==> config.mk <==
export PLATFORM = sky130hd
export DESIGN_NAME = mem_port_ctrl
export DESIGN_NICKNAME = d
export VERILOG_FILES = /design/src/rtl/mem_port_ctrl.sv
export SDC_FILE = /design/constraint.sdc
export NUM_CORES = 1
export LEC_CHECK = 0
export ABC_AREA = 1
export BUFFER_PORTS_ARGS = -buffer_cell sky130_fd_sc_hd__buf_2
export CORE_ASPECT_RATIO = 0.9
export CORE_MARGIN = 8
export CORE_UTILIZATION = 53
export DETAILED_ROUTE_END_ITERATION = 10
export PLACE_DENSITY = 0.86
export SYNTH_ARGS = -nofsm -noshare
export SYNTH_HDL_FRONTEND = slang
export SYNTH_SLANG_ARGS = --single-unit
==> constraint.sdc <==
create_clock -name clk -period 3.01 [get_ports clk]
set_input_delay 0.602 -clock clk [delete_from_list [all_inputs] [get_ports clk]]
set_output_delay 0.602 -clock clk [all_outputs]
set_load 0.03 [all_outputs]
==> src/rtl/mem_port_ctrl.sv <==
// mem_port_ctrl: shares one external memory port between instruction fetch (IF) and
// the MEM stage. Each requester has a one-entry result buffer, so a completed access
// survives a pipeline stall. The block also drives the 6-bit pipeline stall vector.
//
// Ports:
//   clk, rst                      clock; synchronous active-high reset
//   if_req, if_addr, if_inst      fetch request (level), address, buffered instruction
//   mem_req, mem_we, mem_addr,    load/store request (level) and command
//   mem_sel, mem_wdata
//   mem_rdata                     buffered load data
//   stallreq_id, stallreq_ex      stall requests from ID (load-use) and EX (multi-cycle)
//   flush                         invalidates both buffers; an in-flight result is dropped
//   ram_req, ram_we, ram_addr,    registered memory command; held until ram_done
//   ram_sel, ram_wdata
//   ram_rdata, ram_done           read data and one-cycle completion pulse
//   stall                         [0] PC, [1] IF, [2] ID, [3] EX, [4] MEM, [5] WB
module mem_port_ctrl #(
  parameter int unsigned ADDR_W = 32,
  parameter int unsigned DATA_W = 32
) (
  input  logic                clk,
  input  logic                rst,
  // Instruction fetch
  input  logic                if_req,
  input  logic [ADDR_W-1:0]   if_addr,
  output logic [DATA_W-1:0]   if_inst,
  // MEM stage
  input  logic                mem_req,
  input  logic                mem_we,
  input  logic [ADDR_W-1:0]   mem_addr,
  input  logic [DATA_W/8-1:0] mem_sel,
  input  logic [DATA_W-1:0]   mem_wdata,
  output logic [DATA_W-1:0]   mem_rdata,
  // Pipeline control
  input  logic                stallreq_id,
  input  logic                stallreq_ex,
  input  logic                flush,
  // External memory port
  output logic                ram_req,
  output logic                ram_we,
  output logic [ADDR_W-1:0]   ram_addr,
  output logic [DATA_W/8-1:0] ram_sel,
  output logic [DATA_W-1:0]   ram_wdata,
  input  logic [DATA_W-1:0]   ram_rdata,
  input  logic                ram_done,
  // Stall vector
  output logic [5:0]          stall
);

  localparam int unsigned SelW = DATA_W / 8;

  typedef enum logic [1:0] {
    StIdle,
    StIfBusy,
    StMemBusy
  } state_e;

  state_e              state_q;

  logic                if_buf_valid_q;
  logic [ADDR_W-1:0]   if_buf_addr_q;
  logic [DATA_W-1:0]   if_buf_data_q;
  logic                mem_buf_valid_q;
  logic [DATA_W-1:0]   mem_buf_data_q;

  // Set by a flush while a transfer is outstanding; the transfer's result is then dropped.
  logic                discard_q;

  logic                if_hit;
  logic                mem_hit;
  logic                if_miss;
  logic                mem_miss;

  assign if_hit   = if_buf_valid_q && (if_buf_addr_q == if_addr);
  assign mem_hit  = mem_buf_valid_q;
  assign if_miss  = if_req && !if_hit;
  assign mem_miss = mem_req && !mem_hit;

  assign if_inst   = if_buf_data_q;
  assign mem_rdata = mem_buf_data_q;

  // Later stages have priority: a stall at a stage also freezes every stage before it.
  always_comb begin
    stall = 6'b000000;
    if (rst) begin
      stall = 6'b000000;
    end else if (mem_miss) begin
      stall = 6'b011111;
    end else if (stallreq_ex) begin
      stall = 6'b001111;
    end else if (stallreq_id) begin
      stall = 6'b000111;
    end else if (if_miss) begin
      stall = 6'b000011;
    end
  end

  always_ff @(posedge clk) begin
    if (rst) begin
      state_q         <= StIdle;
      ram_req         <= 1'b0;
      ram_we          <= 1'b0;
      ram_addr        <= '0;
      ram_sel         <= '0;
      ram_wdata       <= '0;
      if_buf_valid_q  <= 1'b0;
      if_buf_addr_q   <= '0;
      if_buf_data_q   <= '0;
      mem_buf_valid_q <= 1'b0;
      mem_buf_data_q  <= '0;
      discard_q       <= 1'b0;
    end else begin
      // A buffered result is consumed once its stage is allowed to advance.
      if (mem_hit && !stall[4]) begin
        mem_buf_valid_q <= 1'b0;
      end
      if (if_hit && !stall[1]) begin
        if_buf_valid_q <= 1'b0;
      end

      case (state_q)
        StIdle: begin
          if (mem_miss) begin
            ram_req   <= 1'b1;
            ram_we    <= mem_we;
            ram_addr  <= mem_addr;
            ram_sel   <= mem_sel;
            ram_wdata <= mem_wdata;
            state_q   <= StMemBusy;
          end else if (if_miss) begin
            ram_req        <= 1'b1;
            ram_we         <= 1'b0;
            ram_addr       <= if_addr;
            ram_sel        <= {SelW{1'b1}};
            // Any entry still held is for a different address and is now stale.
            if_buf_valid_q <= 1'b0;
            state_q        <= StIfBusy;
          end
        end

        StIfBusy, StMemBusy: begin
          if (ram_done) begin
            ram_req   <= 1'b0;
            state_q   <= StIdle;
            discard_q <= 1'b0;
            if (!flush && !discard_q) begin
              if (state_q == StIfBusy) begin
                if_buf_valid_q <= 1'b1;
                if_buf_addr_q  <= ram_addr;
                if_buf_data_q  <= ram_rdata;
              end else begin
                // For stores the valid bit doubles as the completion flag.
                mem_buf_valid_q <= 1'b1;
                mem_buf_data_q  <= ram_rdata;
              end
            end
          end else if (flush) begin
            discard_q <= 1'b1;
          end
        end

        default: begin
          state_q <= StIdle;
          ram_req <= 1'b0;
        end
      endcase

      // Flush overrides any capture or consumption in the same cycle.
      if (flush) begin
        if_buf_valid_q  <= 1'b0;
        mem_buf_valid_q <= 1'b0;
      end
    end
  end

endmodule

==> metrics.cfg <==
[logic_synthesis]
ys.flop_type=dfxtp_1
synthTopCellsByCount=nand2_1, dfxtp_1, inv_1, o21ai_0, a21oi_1
synth_cell_types=29
ys_seq_elements=171
synth_most_common_cell=nand2_1
synth_area_sq_mm=0.007186
yosys.area.top_type_share=0.4764
synth_fp_nets=1114
yosysWarnings=0
synth_edf_count=0
yosysTopAreaCell=dfxtp_1
synth_cells=969
synth_area_leaders=dfxtp_1, nand2_1, o21ai_0, a21oi_1, inv_1
seq_area_frac_synth=0.4764
async_flop_share=0
synth_area_per_cell_sq_um=7.416

[power_and_ir_drop]
irDropWorstVdd_v=0.0004964
p_leak_nw=4.539
p_per_area_mw_per_mm2=663.5

[grt]
grt_pass1_wl_mm=33.42
grt_start_max_net_pins=133
grt_pass1_vias=6656
overflow=0
antenna_found_initial=1
gr-usage-all-layers=0.2320

[cts]
cts_setup_buffers=0
ctsResizeCount=0
clk_pin_slew_ns=0.06
h-tree-depth=4
cts-root-buf=clkbuf_16
cts_buffers=17
cts_num_sinks=171
cts_hold_buf=0
clock_path_buffers=2
cts_tree=done
clk_latency_ns=0.42

[detailed_routing]
wl_per_cell_microns=15.10
viasPerCell=4.959
vias=6932
drc_errors=0
detail-route-antenna-nets=0
dr.pass1.iters=5
drt_iter0_drc=371
drt_wl_total_mm=21.11

[layout]
final_nets=1362
instances_no_fill=1398
syn_to_final_growth_pct=28.84
drive_above_1_share=0.2935
n_antenna_cell=0
stdcell_area_sq_mm=0.009258

[sta]
worst_pin_slew_ns=1.025
relSlewSlack=0.3160
tns_ns=0
timing.fmax_ghz=0.4006
fin_ws_ns=0.5136
fin_skew_ns=0.01130
drv_slew=0
fin_crit_sh=0.8294
period_minus_slack_ns=2.496
grt_setup_unrepaired=false
setup_viol=0
finalHoldViolations=0

[floorplan]
io_pins=281
core_sq_mm=0.01331
die_h_microns=126.5
die-area_sq_mm=0.01754
initial_core_util=0.5398
die_width_microns=138.7
rows=40

[min_path]
hp-class=primary input to flop

[place]
place_area_sq_mm=0.008631
post-place-cells=1366
post-place-ws_ns=0.5305
gp_congestion=0.8355
dp.final_hpwl_mm=15.04
port_buffers=279

[setup_path]
crit_path_start_kind=flop
critPathMaxFanout=4
criticalPathCategory=flop to output pin
required_ns=2.41
critical_path_arrival_ns=1.89
end_kind=output pin

[outcome]
status=finished, final reports clean

[flow_run]
maxCapViolCount=0

-- per-stage QoR --
stage	hold WS (ns)	total power, mW	utilization
floorplan	0.4331	3.488	-
global placement	0.4284	3.859	0.6483
detailed placement	0.4326	3.891	0.6483
CTS	0.3973	6.180	0.6954
global route	0.4092	6.392	0.6954
finish	0.4111	6.143	0.6954
-- final cells by class --
| type | count | area (sq um) |
|---|---|---|
| clock buffers | 20 | 466.7 |
| clock inverters | 12 | 160.2 |
| fillers | 1130 | 4055 |
| inverters | 128 | 486.7 |
| multi-input cells | 611 | 3022 |
| flip-flops and latches | 171 | 3423 |
| well taps | 168 | 210.2 |
| repair buffers | 288 | 1489 |
-- layout by cell type (no fill, tap or decap), drive strengths merged --
| cell type | count |
|---|---|
| a211oi | 1 |
| inv | 128 |
| nand2 | 206 |
| xnor2 | 9 |
| xor2 | 2 |
| ha | 4 |
| nor3 | 1 |
| conb | 1 |
| bufinv | 3 |
| buf | 288 |
| nand4 | 1 |
| a21oi | 135 |
| mux2i | 18 |
| clkinvlp | 1 |
| clkinv | 8 |
| clkbuf | 20 |
| o21ai | 128 |
| nor2 | 94 |
| dfxtp | 171 |
| nand3 | 10 |
| a21boi | 1 |
-- per-layer routing --
metal | vias up | routed length [microns] | track usage
met5 | - | 8 | 0
met4 | 2 | 556 | 0.09865
met3 | 41 | 1843 | 0.08924
met2 | 243 | 10200 | 0.3953
met1 | 3096 | 8502 | 0.2555
li1 | 3550 | - | -
-- worst max-delay path: stages, from the launching register on --
cell     delay [ns]
dfxtp_1        0.32
xnor2_1        0.16
nand2_1        0.09
nor2_1         0.14
nand2_1        0.09
nor2_1         0.12
nand3_2        0.13
nand2_4        0.11
o21ai_0        0.10
buf_2          0.20
-- power by group --
group	leakage [nW]	switching, mW	internal (mW)
combinational	2.83	0.897	0.391
clock	0.307	0.918	1.38
sequential	1.40	0.106	2.45
total	4.54	1.92	4.22
-- final timing paths --
path	startpoint	endpoint	slack, ns	cells after the start
max	if_buf_addr_q[6]	stall[1]	0.51	9
min	flush	mem_buf_valid_q	0.41	2
max reg2reg	state_q[0]	ram_wdata[24]	0.82	6
min reg2reg	if_inst[8]	if_inst[8]	0.44	2
-- sequential cells by signal (all words and copies together) (netlist names), 2 cells and up --
register       cells
ram_wdata         32
state_q            2
if_inst           32
if_buf_addr_q     32
ram_sel            4
ram_addr          32
mem_rdata         32
-- cells by family after synthesis --
group                      Yosys count  share of synthesized area
muxes                               18                    0.02507
xor gates and xnor gates            11                    0.01341
other                                1                  0.0005219
AOI/OAI and AO/OA                  265                     0.2015
DFF                                171                     0.4764
and+or+nand+nor                    312                     0.1706
adders and majority gates            4                   0.006965
buffers and inverters              187                     0.1055
Note: power is estimated with default switching activity, not from simulation.
